File: config.mk
export PLATFORM = sky130hd
export DESIGN_NAME = sort_2ip
export DESIGN_NICKNAME = d
export VERILOG_FILES = /design/src/rtl/sort_pkg.sv /design/src/rtl/sort_cmp.sv /design/src/rtl/sort_2ip.sv
export SDC_FILE = /design/constraint.sdc
export NUM_CORES = 1
export LEC_CHECK = 0
export CORE_MARGIN = 2
export CORE_UTILIZATION = 42
export CTS_BUF_LIST = sky130_fd_sc_hd__clkbuf_8
export DETAILED_ROUTE_END_ITERATION = 12
export GPL_TIMING_DRIVEN = 0
export PLACE_DENSITY = 0.88
export SYNTH_ARGS = -nofsm -noshare
export SYNTH_HDL_FRONTEND = slang
export SYNTH_SLANG_ARGS = --single-unit
File: constraint.sdc
create_clock -name clk -period 1.34 [get_ports clk]
set_input_delay 0.268 -clock clk [delete_from_list [all_inputs] [get_ports clk]]
set_output_delay 0.268 -clock clk [all_outputs]
set_load 0.01 [all_outputs]
File: src/rtl/sort_pkg.sv
// Shared definitions for the sorting-network cells.
package sort_pkg;

  localparam int SORT_DEFAULT_WIDTH = 5;
  localparam int SORT_MAX_WIDTH     = 64;

  // True when x is strictly greater than y. Operands arrive already extended
  // to SORT_MAX_WIDTH bits (sign-extended when signed_mode is set), so a
  // single relational compare covers every legal width.
  function automatic logic is_greater(input logic [SORT_MAX_WIDTH-1:0] x,
                                      input logic [SORT_MAX_WIDTH-1:0] y,
                                      input logic                      signed_mode);
    if (signed_mode) begin
      return $signed(x) > $signed(y);
    end
    return x > y;
  endfunction

endpackage

File: src/rtl/sort_cmp.sv
// Purely combinational magnitude comparator: gt = (a > b), eq = (a == b),
// using unsigned or two's-complement ordering as selected by SIGNED.
module sort_cmp
  import sort_pkg::*;
#(
  parameter int WIDTH  = SORT_DEFAULT_WIDTH,
  parameter bit SIGNED = 1'b0
) (
  input  logic [WIDTH-1:0] a,
  input  logic [WIDTH-1:0] b,
  output logic             gt,
  output logic             eq
);

  logic [SORT_MAX_WIDTH-1:0] a_ext;
  logic [SORT_MAX_WIDTH-1:0] b_ext;

  // Extend both operands to the common compare width and compare them.
  always_comb begin
    if (SIGNED) begin
      a_ext = SORT_MAX_WIDTH'($signed(a));
      b_ext = SORT_MAX_WIDTH'($signed(b));
    end else begin
      a_ext = SORT_MAX_WIDTH'(a);
      b_ext = SORT_MAX_WIDTH'(b);
    end
    gt = is_greater(a_ext, b_ext, SIGNED);
    eq = (a == b);
  end

endmodule

File: src/rtl/sort_2ip.sv
// Registered two-input compare-exchange cell: g = max(a,b), l = min(a,b),
// one cycle after in_valid. Results hold while in_valid is low.
// Optional status outputs eq/swapped are enabled by defining SORT_2IP_STATUS_EN.
module sort_2ip
  import sort_pkg::*;
#(
  parameter int WIDTH  = SORT_DEFAULT_WIDTH,
  parameter bit SIGNED = 1'b0
) (
  input  logic             clk,
  input  logic             rst,
  input  logic             in_valid,
  input  logic [WIDTH-1:0] a,
  input  logic [WIDTH-1:0] b,
  output logic             out_valid,
  output logic [WIDTH-1:0] g,
  output logic [WIDTH-1:0] l
`ifdef SORT_2IP_STATUS_EN
  ,
  output logic             eq,
  output logic             swapped
`endif
);

  logic             a_gt_b;
  logic             a_eq_b;
  logic             swap;

  logic             out_valid_d, out_valid_q;
  logic [WIDTH-1:0] g_d, g_q;
  logic [WIDTH-1:0] l_d, l_q;
`ifdef SORT_2IP_STATUS_EN
  logic             eq_d, eq_q;
  logic             swapped_d, swapped_q;
`endif

  sort_cmp #(
    .WIDTH  (WIDTH),
    .SIGNED (SIGNED)
  ) u_cmp (
    .a  (a),
    .b  (b),
    .gt (a_gt_b),
    .eq (a_eq_b)
  );

  // Exchange only when b is strictly greater; a tie keeps the original order.
  assign swap = ~(a_gt_b | a_eq_b);

  // Next-state: capture the ordered pair on in_valid, otherwise hold data.
  always_comb begin
    // NOTE: every signal gets its hold value first so no path leaves it unassigned (no latch).
    g_d         = g_q;
    l_d         = l_q;
    out_valid_d = in_valid;
`ifdef SORT_2IP_STATUS_EN
    eq_d        = eq_q;
    swapped_d   = swapped_q;
`endif
    if (in_valid) begin
      g_d = swap ? b : a;
      l_d = swap ? a : b;
`ifdef SORT_2IP_STATUS_EN
      eq_d      = a_eq_b;
      swapped_d = swap;
`endif
    end
  end

  // Output registers with synchronous reset taking priority over capture.
  always_ff @(posedge clk) begin
    // NOTE: non-blocking assignments so every flop samples pre-edge values.
    if (rst) begin
      out_valid_q <= 1'b0;
      g_q         <= '0;
      l_q         <= '0;
`ifdef SORT_2IP_STATUS_EN
      eq_q        <= 1'b0;
      swapped_q   <= 1'b0;
`endif
    end else begin
      out_valid_q <= out_valid_d;
      g_q         <= g_d;
      l_q         <= l_d;
`ifdef SORT_2IP_STATUS_EN
      eq_q        <= eq_d;
      swapped_q   <= swapped_d;
`endif
    end
  end

  assign out_valid = out_valid_q;
  assign g         = g_q;
  assign l         = l_q;
`ifdef SORT_2IP_STATUS_EN
  assign eq        = eq_q;
  assign swapped   = swapped_q;
`endif

endmodule

==> flow_summary_export.csv <==
group,metric,value,unit
min_path,timing.hold.worst.start,"a[0]",
floorplanning,die-height,46.0,µm
clock_network,cts.htree.levels,1,
synth,yosysWarningCount,0,
sta,setup_viol_count_final,0,
power,power_per_cell_area,948,nW/µm²
critical_path,cp_slowest_stage_delay,240,ps
synth,number_of_instances_in_the_synthesized_netlist,86,
placed_design,total_cell_area_at_the_placement_stage,993,µm²
synth,synthDominantCellAreaShare,29.7,%
synth,syn_avg_cell_area,8.63,µm²
synth,ys_ff_latch,11,
drt,detail_route.wirelength,2280,µm
sta,max_clock_freq,0.758,GHz
grt,grt_most_used_layer,"met2",
critical_path,ff2ff_setup_slack,560,ps
synth,synthMostInstantiatedCell,"nor2b_1",
floorplanning,floorplan.initialDensity,43.9,%
grt,use_met2,34.4,%
drt,final_routed_drc_violation_total,0,
finish,num_antenna_cells,0,
drt,drtPass1Iterations,4,
placed_design,dpl.hpwl,1330,µm
synth,synth-async-reset-ratio,0,%
min_path,hold_path_depth,3,
clock_network,cts.path.max_buffers,2,
synth,synthFlopType,"dfxtp_1",
sta,timing.max_slew.rel_slack,85.5,%
finish,share_of_the_core_filled_with_cells,67.7,%
min_path,worstHoldPathType,"primary input to flop",
synth,post_synth_num_cell_types,15,
critical_path,worst-r2r-cell-count,2,
min_path,hold_path_end,"g[0]",
placed_design,io_buffer_count,23,
finish,post_route_cells_drive_above_1_share,47.4,%
synth,synth.top_cells.by_area,"dfxtp_1 30%, a211oi_2 17%, nor2b_1 10%",
critical_path,element_type_at_the_critical_path_end,"flop",
placed_design,routabilityCongestion,0.810,
drt,vias_per_cell,5.72,
sta,finalCritPeriodShare,98.5,%
finish,syn_to_final_growth,54.1,%
grt,grt-ovfl-total,0,
floorplanning,core_area,1690,µm²
critical_path,cp-start-kind,"primary input",
floorplanning,chipWidth,46.0,µm
drt,routed-via-count,749,
critical_path,crit-reg2reg-launch,"l[1]",
clock_network,number_of_clock_buffers_inserted_by_tritoncts,3,
clock_network,cts.sinks,11,
outcome,result_of_the_run,"complete, no violations",
power,leakagePower,0.515,nW
critical_path,worstPathCellList,"buf_2 > ha_4 > a21oi_2 > o21ai_2 > a21bo_4 > buf_6 > a211oi_4",
sta,finClkSkew,0,ps
flow_run,max-cap-violations,0,
grt,gr-usage-met1,27.3,%
clock_network,tritoncts_clock_tree,"built",
clock_network,post_cts_hold_buffer_count,0,
critical_path,timing.critical_path.slowest_stage_cell,"ha_4",
grt,first_global_vias,695,
synth,synthesis.nets,104,
grt,first_pass_grt_wire_length,3210,µm
floorplanning,pin_count,24,
placed_design,dp.cells,126,
synth,post_synth_instance_area,742,µm²
sta,max_slew.worst_pin.slew,217,ps
critical_path,regToRegEndpoint,"l[1]",
finish,fin_cells,131,
power,power_total,0.00108,W
floorplanning,die_area,2120,µm²
drt,routedWlPerCell,17.4,µm
grt,grt_util_met3,3.97,%
drt,drt.antenna.violating_nets,0,
clock_network,clk_latency,250,ps
synth,ys_top_cells_by_count,"12 x nor2b_1, 11 x a21oi_1, 11 x dfxtp_1, 11 x nand2_1",
critical_path,cp.buffers_inverters,2,
floorplanning,rows,15,
sta,final-max-slew-violation-count,0,
sta,finalHoldViolCount,0,
clock_network,setup_buffers_after_cts,0,
grt,grt_use_total,21.6,%
critical_path,critical_path.max_fanout,5,
synth,synth.largest_area_cell,"dfxtp_1",
critical_path,worst_ep_required_time,1500,ps
grt,antenna_violations_before_repair,0,
finish,nets,133,
clock_network,clk_transition_reported_paths,50,ps
synth,number_of_flops_mapped_to_enable_cells_by_yosys,0,
finish,final_area,1140,µm²
grt,grt_max_degree,11,
power,max-vdd-ir-drop,0.508,mV
drt,drt_iter0_markers,21,
synth,seq_area_frac_synth,29.7,%
critical_path,setup.worst_path.class,"primary input to flop",
sta,finalWorstPathRequiredPeriod,1320,ps
critical_path,worst_path_top_cell_family_by_delay,"compound AO/OA/AOI/OAI gates",
clock_network,clock-root-buffer,"clkbuf_8",
critical_path,timing.critical_path.arrival,1480,ps
-- power by group --
group / leakage (nW) / total [W] / internal (W) / switching [W]
combinational: 0.397 / 0.000369 / 0.000177 / 0.000192
clock: 0.0269 / 0.000344 / 0.000203 / 0.000142
sequential: 0.0916 / 0.000371 / 0.000357 / 0.0000147
-- registers in the layout, indices dropped and copies added, names as in the netlist --
signal     cells
g              5
l              5
out_valid      1
-- cells in the final DEF, fill, tap and decap left out, types with 2 or more instances in the layout --
master and n:
nor2b_2 6, clkbuf_2 5, nand2_1 11, dfxtp_1 11, a21oi_2 2, dlygate4sd2_1 11
buf_6 6, a21oi_1 9, a211oi_2 9, o21bai_1 9, inv_2 4, nor2b_1 4
ha_4 4, buf_2 5, clkbuf_8 3, nor2b_4 2, inv_1 2
-- worst min-delay path: cells and delay by family --
family          cells  cell delay [ps]
simple gates        1               40
buf+inv             1               80
compound gates      1              190
-- worst max-delay path by stage --
stage | startpoint | endpoint | slack [ps] | cells past startpoint
global route | b[2] | l[1] | -6 | 8
global placement | a[0] | g[2] | -600 | 8
detailed placement | a[0] | g[2] | -640 | 8
finish | a[2] | l[1] | 20 | 7
CTS | b[0] | l[1] | -2 | 7
floorplan | b[2] | g[2] | 8 | 7
-- logic make-up (layout without fill, tap and decap cells) --
| kind of cell | count (synthesis) | after routing | share of synthesized area (%) |
|---|---|---|---|
| and+or+nand+nor | 24 | 24 | 16.5 |
| DFF | 11 | 11 | 29.7 |
| adders and majority gates | 5 | 5 | 8.43 |
| AOI/OAI and AO/OA | 34 | 34 | 37.6 |
| buffers and inverters | 12 | 40 | 7.76 |
-- per-stage QoR --
| stage | hold slack [ps] | setup slack (ps) | TNS, ps |
|---|---|---|---|
| 3_5_place_dp | 539 | -639 | -6110 |
| 3_3_place_gp | 534 | -600 | -5820 |
| 2_1_floorplan | 461 | 7.80 | 0 |
| 4_1_cts | 403 | -1.56 | -1.56 |
| 6_report | 377 | 20.3 | 0 |
| 5_1_grt | 403 | -6.09 | -6.09 |
-- routing by layer --
layer	part of all wire [%]	vias up
li1	-	353
met1	39	359
met2	54	32
met3	4.7	5
met4	1.9	0
met5	0	-
-- layout make-up --
cell class | count | area, µm²
buffer | 7 | 62.6
clock buffer | 3 | 41.3
clock inverter | 1 | 3.75
fill | 138 | 546
inverter | 5 | 18.8
multi-input combinational | 63 | 583
sequential | 11 | 220
tap | 17 | 21.3
timing repair buffer | 24 | 193
-- what timing repair did --
item / CTS / global route
resized for setup: 57 / 33
setup endpoints to repair: 21 / 10
gates cloned: 1 / 0
pin swaps: 10 / 7
Note: power is estimated with default switching activity, not from simulation.
==> edit 1, RTL diff (same settings) <==
`SIGNED` is set to 1'b0 in 2 places; all go to 1'b1.
--- a/src/rtl/sort_cmp.sv
+++ b/src/rtl/sort_cmp.sv
@@ -4,7 +4,7 @@
   import sort_pkg::*;
 #(
   parameter int WIDTH  = SORT_DEFAULT_WIDTH,
-  parameter bit SIGNED = 1'b0
+  parameter bit SIGNED = 1'b1
 ) (
   input  logic [WIDTH-1:0] a,
   input  logic [WIDTH-1:0] b,
--- a/src/rtl/sort_2ip.sv
+++ b/src/rtl/sort_2ip.sv
@@ -5,7 +5,7 @@
   import sort_pkg::*;
 #(
   parameter int WIDTH  = SORT_DEFAULT_WIDTH,
-  parameter bit SIGNED = 1'b0
+  parameter bit SIGNED = 1'b1
 ) (
   input  logic             clk,
   input  logic             rst,
Formal check against the unedited RTL: not equivalent (Yosys sat finds a counterexample within 4 cycles, from zero or initial values and one cycle with rst high).
==> edit 1 against the original RTL <==
  * The flow now finishes with violations (setup timing)
  * Total power up 5.1%
  * Worst setup slack worse by 110 ps
  * Combinational power up 18%
  * Highest routed layer unchanged
  * Sequential share of layout area fell by 1.4 points
  * Cell area grew 7.5%
  * Core utilization increased by 13 points
  * Clock power shrank 3%
  * Register-to-register slack gained 20 ps
  * Clock skew stayed put
  * Wire length rose by 25%
  * Sequential cell count unchanged
  * Synthesized area shrank 6.6%
  * Hold slack got worse by 55 ps
==> edit 1: results (changes against the original RTL) <==
Global route
  • Gr usage total: 0.2800 (was 0.2164)
  • First-pass GRT wire length: 3953 µm (was 3208 µm)
  • Largest net degree at the start of global routing: 11 (unchanged)
  • Vias in the first global route: 831 (was 695)
  • Initial antenna violation count: 0 (unchanged)

STA
  • Max_slew headroom: 0.5538 (was 0.8554)
  • Setup ws final: -88.74 ps (was 20.34 ps)
  • Final setup viols: 10 (was 0)
  • Clock skew: 0 ps (unchanged)

Layout
  • Share of cells above drive strength 1: 0.4554 (was 0.4737)
  • # diodes: 0 (unchanged)
  • Finished Layout Cells: 128 (was 131)
  • Fillers: 97 (was 138)

Synth
  • Area contributors post-synth: dfxtp_1 32%, a311oi_1 13%, ha_1 9.0%, nand3_1 7.9%, o21ai_0 7.2% (was dfxtp_1 30%, a211oi_2 17%, nor2b_1 10%, o21bai_1 10%, ha_1 8.4%)
  • Synth Warn #: 0 (unchanged)
  • Main synth FF type: dfxtp_1 (unchanged)
  • Most common library cells after synthesis: 11 x dfxtp_1, 11 x nand3_1, 10 x a311oi_1, 10 x nor2_1, 10 x o21ai_0 (was 12 x nor2b_1, 11 x a21oi_1, 11 x dfxtp_1, 11 x nand2_1)
  • Seq/Total Area, Yosys: 0.3177 (was 0.2968)
  • Synth Net Count: 100 (was 104)
  • Count of cell types in the netlist: 19 (was 15)
  • Ys async rst share: 0 (unchanged)
  • Syn Inst Count: 82 (was 86)

Place
  • GP Congestion: 0.8787 (was 0.8098)
  • IO Port Bufs: 23 (unchanged)
  • Area after DPL: 992.2 µm² (was 993.5 µm²)
  • Placed insts: 121 (was 126)
  • HPWL Detailed: 1308 µm (was 1331 µm)

Routing
  • Via count: 850 (was 749)
  • ANT nets after route: 0 (unchanged)
  • Detailed Routing Iterations Pass 1: 4 (unchanged)
  • DRT iter0 DRCs: 45 (was 21)
  • DR WL/cell: 22.31 µm (was 17.43 µm)

Worst setup path
  • Crit path largest cell delay: 300 ps (was 240 ps)
  • Worst path arrival time: 1570 ps (was 1480 ps)
  • R2r setup slk: 580 ps (was 560 ps)
  • Crit Path Max Fanout: 5 (unchanged)
  • Crit path max-delay cell type: ha_4 (unchanged)
  • Critical path's top delay family: compound AO/OA/AOI/OAI gates (unchanged)

Power
  • PnR Total Power: 1140 µW (was 1084 µW)
  • Cell leakage power: 0.0004927 µW (was 0.0005151 µW)
  • VDD IR-drop max: 0.4680 mV (was 0.5080 mV)
  • Pwr/cell area: 926.9 mW/mm² (was 948.3 mW/mm²)

Job
  • Max-cap violations: 0 (unchanged)

Clock network
  • Clock Path Buffers: 2 (unchanged)
  • CTS Root Cell: clkbuf_8 (unchanged)
  • H-Tree Level Count: 1 (unchanged)
  • CTS Buf Count: 3 (unchanged)
  • Clk Latency, worst-skew pair: 240 ps
  • Worst-path clk slew: 50 ps (about the same)

Outcome
  • Failing checks: setup timing
  • Status: complete, but fails checks (was finished clean)

Min path
  • Path category of the worst min-delay check: in -> reg (unchanged)
[edit 1: worst paths after layout]
kind / to / startpoint / cells past startpoint
max: l[2]$_SDFFE_PP0P_ / a[3] / 6
min: g[3]$_SDFFE_PP0P_ / b[3] / 3
min reg2reg: g[3]$_SDFFE_PP0P_ / g[3]$_SDFFE_PP0P_ / 2
max reg2reg: g[1]$_SDFFE_PP0P_ / g[1]$_SDFFE_PP0P_ / 2
[edit 1: cell type report]
| cell class | instances | share of cell area |
|---|---|---|
| Multi-Input combinational cell | 65 | 0.5381 |
| Timing Repair Buffer | 24 | 0.1892 |
| Sequential cell | 11 | 0.1790 |
| Clock buffer | 3 | 0.03357 |
| Inverter | 5 | 0.02950 |
| Tap cell | 16 | 0.01628 |
| Buffer | 3 | 0.01119 |
| Clock inverter | 1 | 0.003052 |
[edit 1: cell families (layout without fill, tap and decap cells)]
logic type               count (synthesis)  count (layout)  share of synthesized area
buffers and inverters                    8              36                    0.04332
AO/OA/AOI/OAI                           29              31                     0.3357
flip-flops                              11              11                     0.3177
AND/OR/NAND/NOR                         29              29                     0.2130
adder cells (fa/ha/maj)                  5               5                    0.09025
[edit 1: what timing repair did]
item                                    CTS  global route
gates cloned                              2             0
pin swaps                                17            13
resized for setup                        75            29
endpoints found under the setup margin   20            11
setup buffers                             1             0
[edit 1: power breakdown]
group / internal, µW / total (µW) / switching, µW / leakage, µW
registers: 356 / 370 / 14.4 / 0.0000914
clock network: 202 / 335 / 133 / 0.0000269
logic: 197 / 435 / 238 / 0.000374
[edit 1: metal layers]
layer,GRT usage,wire length [µm],up-vias
li1,-,-,382
met1,0.3474,1115,413
met2,0.4116,1473,46
met3,0.06122,197,9
met4,0.2242,70,0
met5,0,0,-
[edit 1: worst min-delay path: stages]
cell      delay [ps]
buf_6            110
nand3_2           60
a311oi_1          80
[edit 1: through the flow]
step / setup TNS (ps) / worst slack, ps / hold slack, ps
floorplan: -708.3 / -79.69 / 339.6
global placement: -8570 / -877.3 / 468.7
detailed placement: -8937 / -923.2 / 465.7
CTS: 0 / 3.772 / 316.6
global route: -878.8 / -127.4 / 336.5
finish: -435.5 / -88.74 / 322.3
==> edit 2, RTL diff (config.mk and constraints unchanged) <==
Made on the original files. Reset style: asynchronous (`rst`), changed in one clocked block. Comments in the files are not updated.
--- a/src/rtl/sort_2ip.sv
+++ b/src/rtl/sort_2ip.sv
@@ -68,7 +68,7 @@
   end
 
   // Output registers with synchronous reset taking priority over capture.
-  always_ff @(posedge clk) begin
+  always_ff @(posedge clk or posedge rst) begin
     // NOTE: non-blocking assignments so every flop samples pre-edge values.
     if (rst) begin
       out_valid_q <= 1'b0;
Check against the original RTL: differs if rst is asserted again (counterexample within 4 cycles, from zero or initial values and one cycle with rst high); with rst held inactive, the same outputs for 10 cycles.
==> edit 2 against the original RTL <==
  * Worst setup slack better by 25 ps
  * Synthesized cell count is 2.3% lower
  * Sequential power is 8.9% higher
  * Final cell count is 1.5% lower
  * Hold slack worse by 64 ps
  * Total power is 9.1% higher
  * Synthesized area is 7.6% lower
  * First-iteration DRC count is 4.8% higher
  * Sequential cell count stayed put
  * Cell area is 1.6% higher
  * Wire length is 10% lower
  * Die area is 6.9% lower
  * Clock skew stayed put
  * Critical endpoint is now l[4]$_DFFE_PP0P_
  * Largest power group is now combinational cells
==> edit 2: results (changes against the original RTL) <==
Outcome
  • Status: finished clean (unchanged)

Worst setup path
  • Worst path arrival time: 1450 ps (was 1480 ps)
  • Crit path largest cell delay: 490 ps (was 240 ps)
  • Crit path from: in_valid (was a[2])
  • Critical path's top delay family: buffers and inverters (was compound AO/OA/AOI/OAI gates)
  • Crit path max-delay cell type: clkdlybuf4s50_1 (was ha_4)
  • R2R Path Start: l[3]$_DFFE_PP0P_ (was l[1]$_SDFFE_PP0P_)
  • Crit Path Max Fanout: 10 (was 5)
  • R2r setup slk: 640 ps (was 560 ps)
  • CP Capture Point: l[4]$_DFFE_PP0P_ (was l[1]$_SDFFE_PP0P_)

Layout
  • Share of cells above drive strength 1: 0.3982 (was 0.4737)
  • Fraction of area in multi-input gates: 0.4133 (was 0.5098)
  • Final clock-cell share: 0.03875 (was 0.03939)
  • Nets: 132 (was 133)
  • Multi-In Gates: 51 (was 63)
  • NonClk Buf Share: 0.2314 (was 0.2232)

Synth
  • Synth Net Count: 102 (was 104)

Clock network
  • Post-CTS Resized: 80 (was 57)
  • Post-CTS Setup Bufs: 4 (was 0)

Min path
  • Path category of the worst min-delay check: in -> async (was in -> reg)

STA
  • Hold_ws: 313.9 ps (was 377.4 ps)

Floorplan
  • Chip width: 44.41 µm (was 46.03 µm)

Place
  • Place WS: -785.3 ps (was -639.3 ps)

Global route
  • Largest net degree at the start of global routing: 12 (was 11)
  • Vias in the first global route: 735 (was 695)

Power
  • Cell leakage power: 0.0005510 µW (was 0.0005151 µW)
  • VDD IR-drop max: 0.6581 mV (was 0.5080 mV)

Routing
  • DRT iter0 DRCs: 22 (was 21)
  • DR WL/cell: 15.93 µm (was 17.43 µm)
==> edit 2: cell types whose count changed after synthesis, moves of 10 or more <==
cell,change
nor2_1,+10
dfxtp_1,-11
dfrtp_1,+11
inv_1,+11
a21oi_1,-11
o21bai_1,-10
o21ai_0,+10
o221ai_1,+10
nor2b_1,-12
a211oi_2,-10
==> edit 2: cell families after synthesis <==
| kind of cell | share of synthesized area |
|---|---|
| adders and majority gates | 0.09124 |
| DFF | 0.4015 |
| AOI/OAI and AO/OA | 0.2463 |
| and+or+nand+nor | 0.1241 |
| buffers and inverters | 0.1369 |
==> edit 2: report_power, final <==
| group | internal (µW) | total (µW) | switching, µW |
|---|---|---|---|
| logic | 212 | 441 | 229 |
| registers | 381 | 404 | 23.5 |
| clock network | 202 | 338 | 136 |
| total | 794 | 1180 | 389 |
==> edit 2: layer usage <==
layer	share of wire	global-route usage
met5	0	0
met2	0.47	0.3794
met1	0.43	0.3436
met3	0.071	0.04898
met4	0.033	0.1455
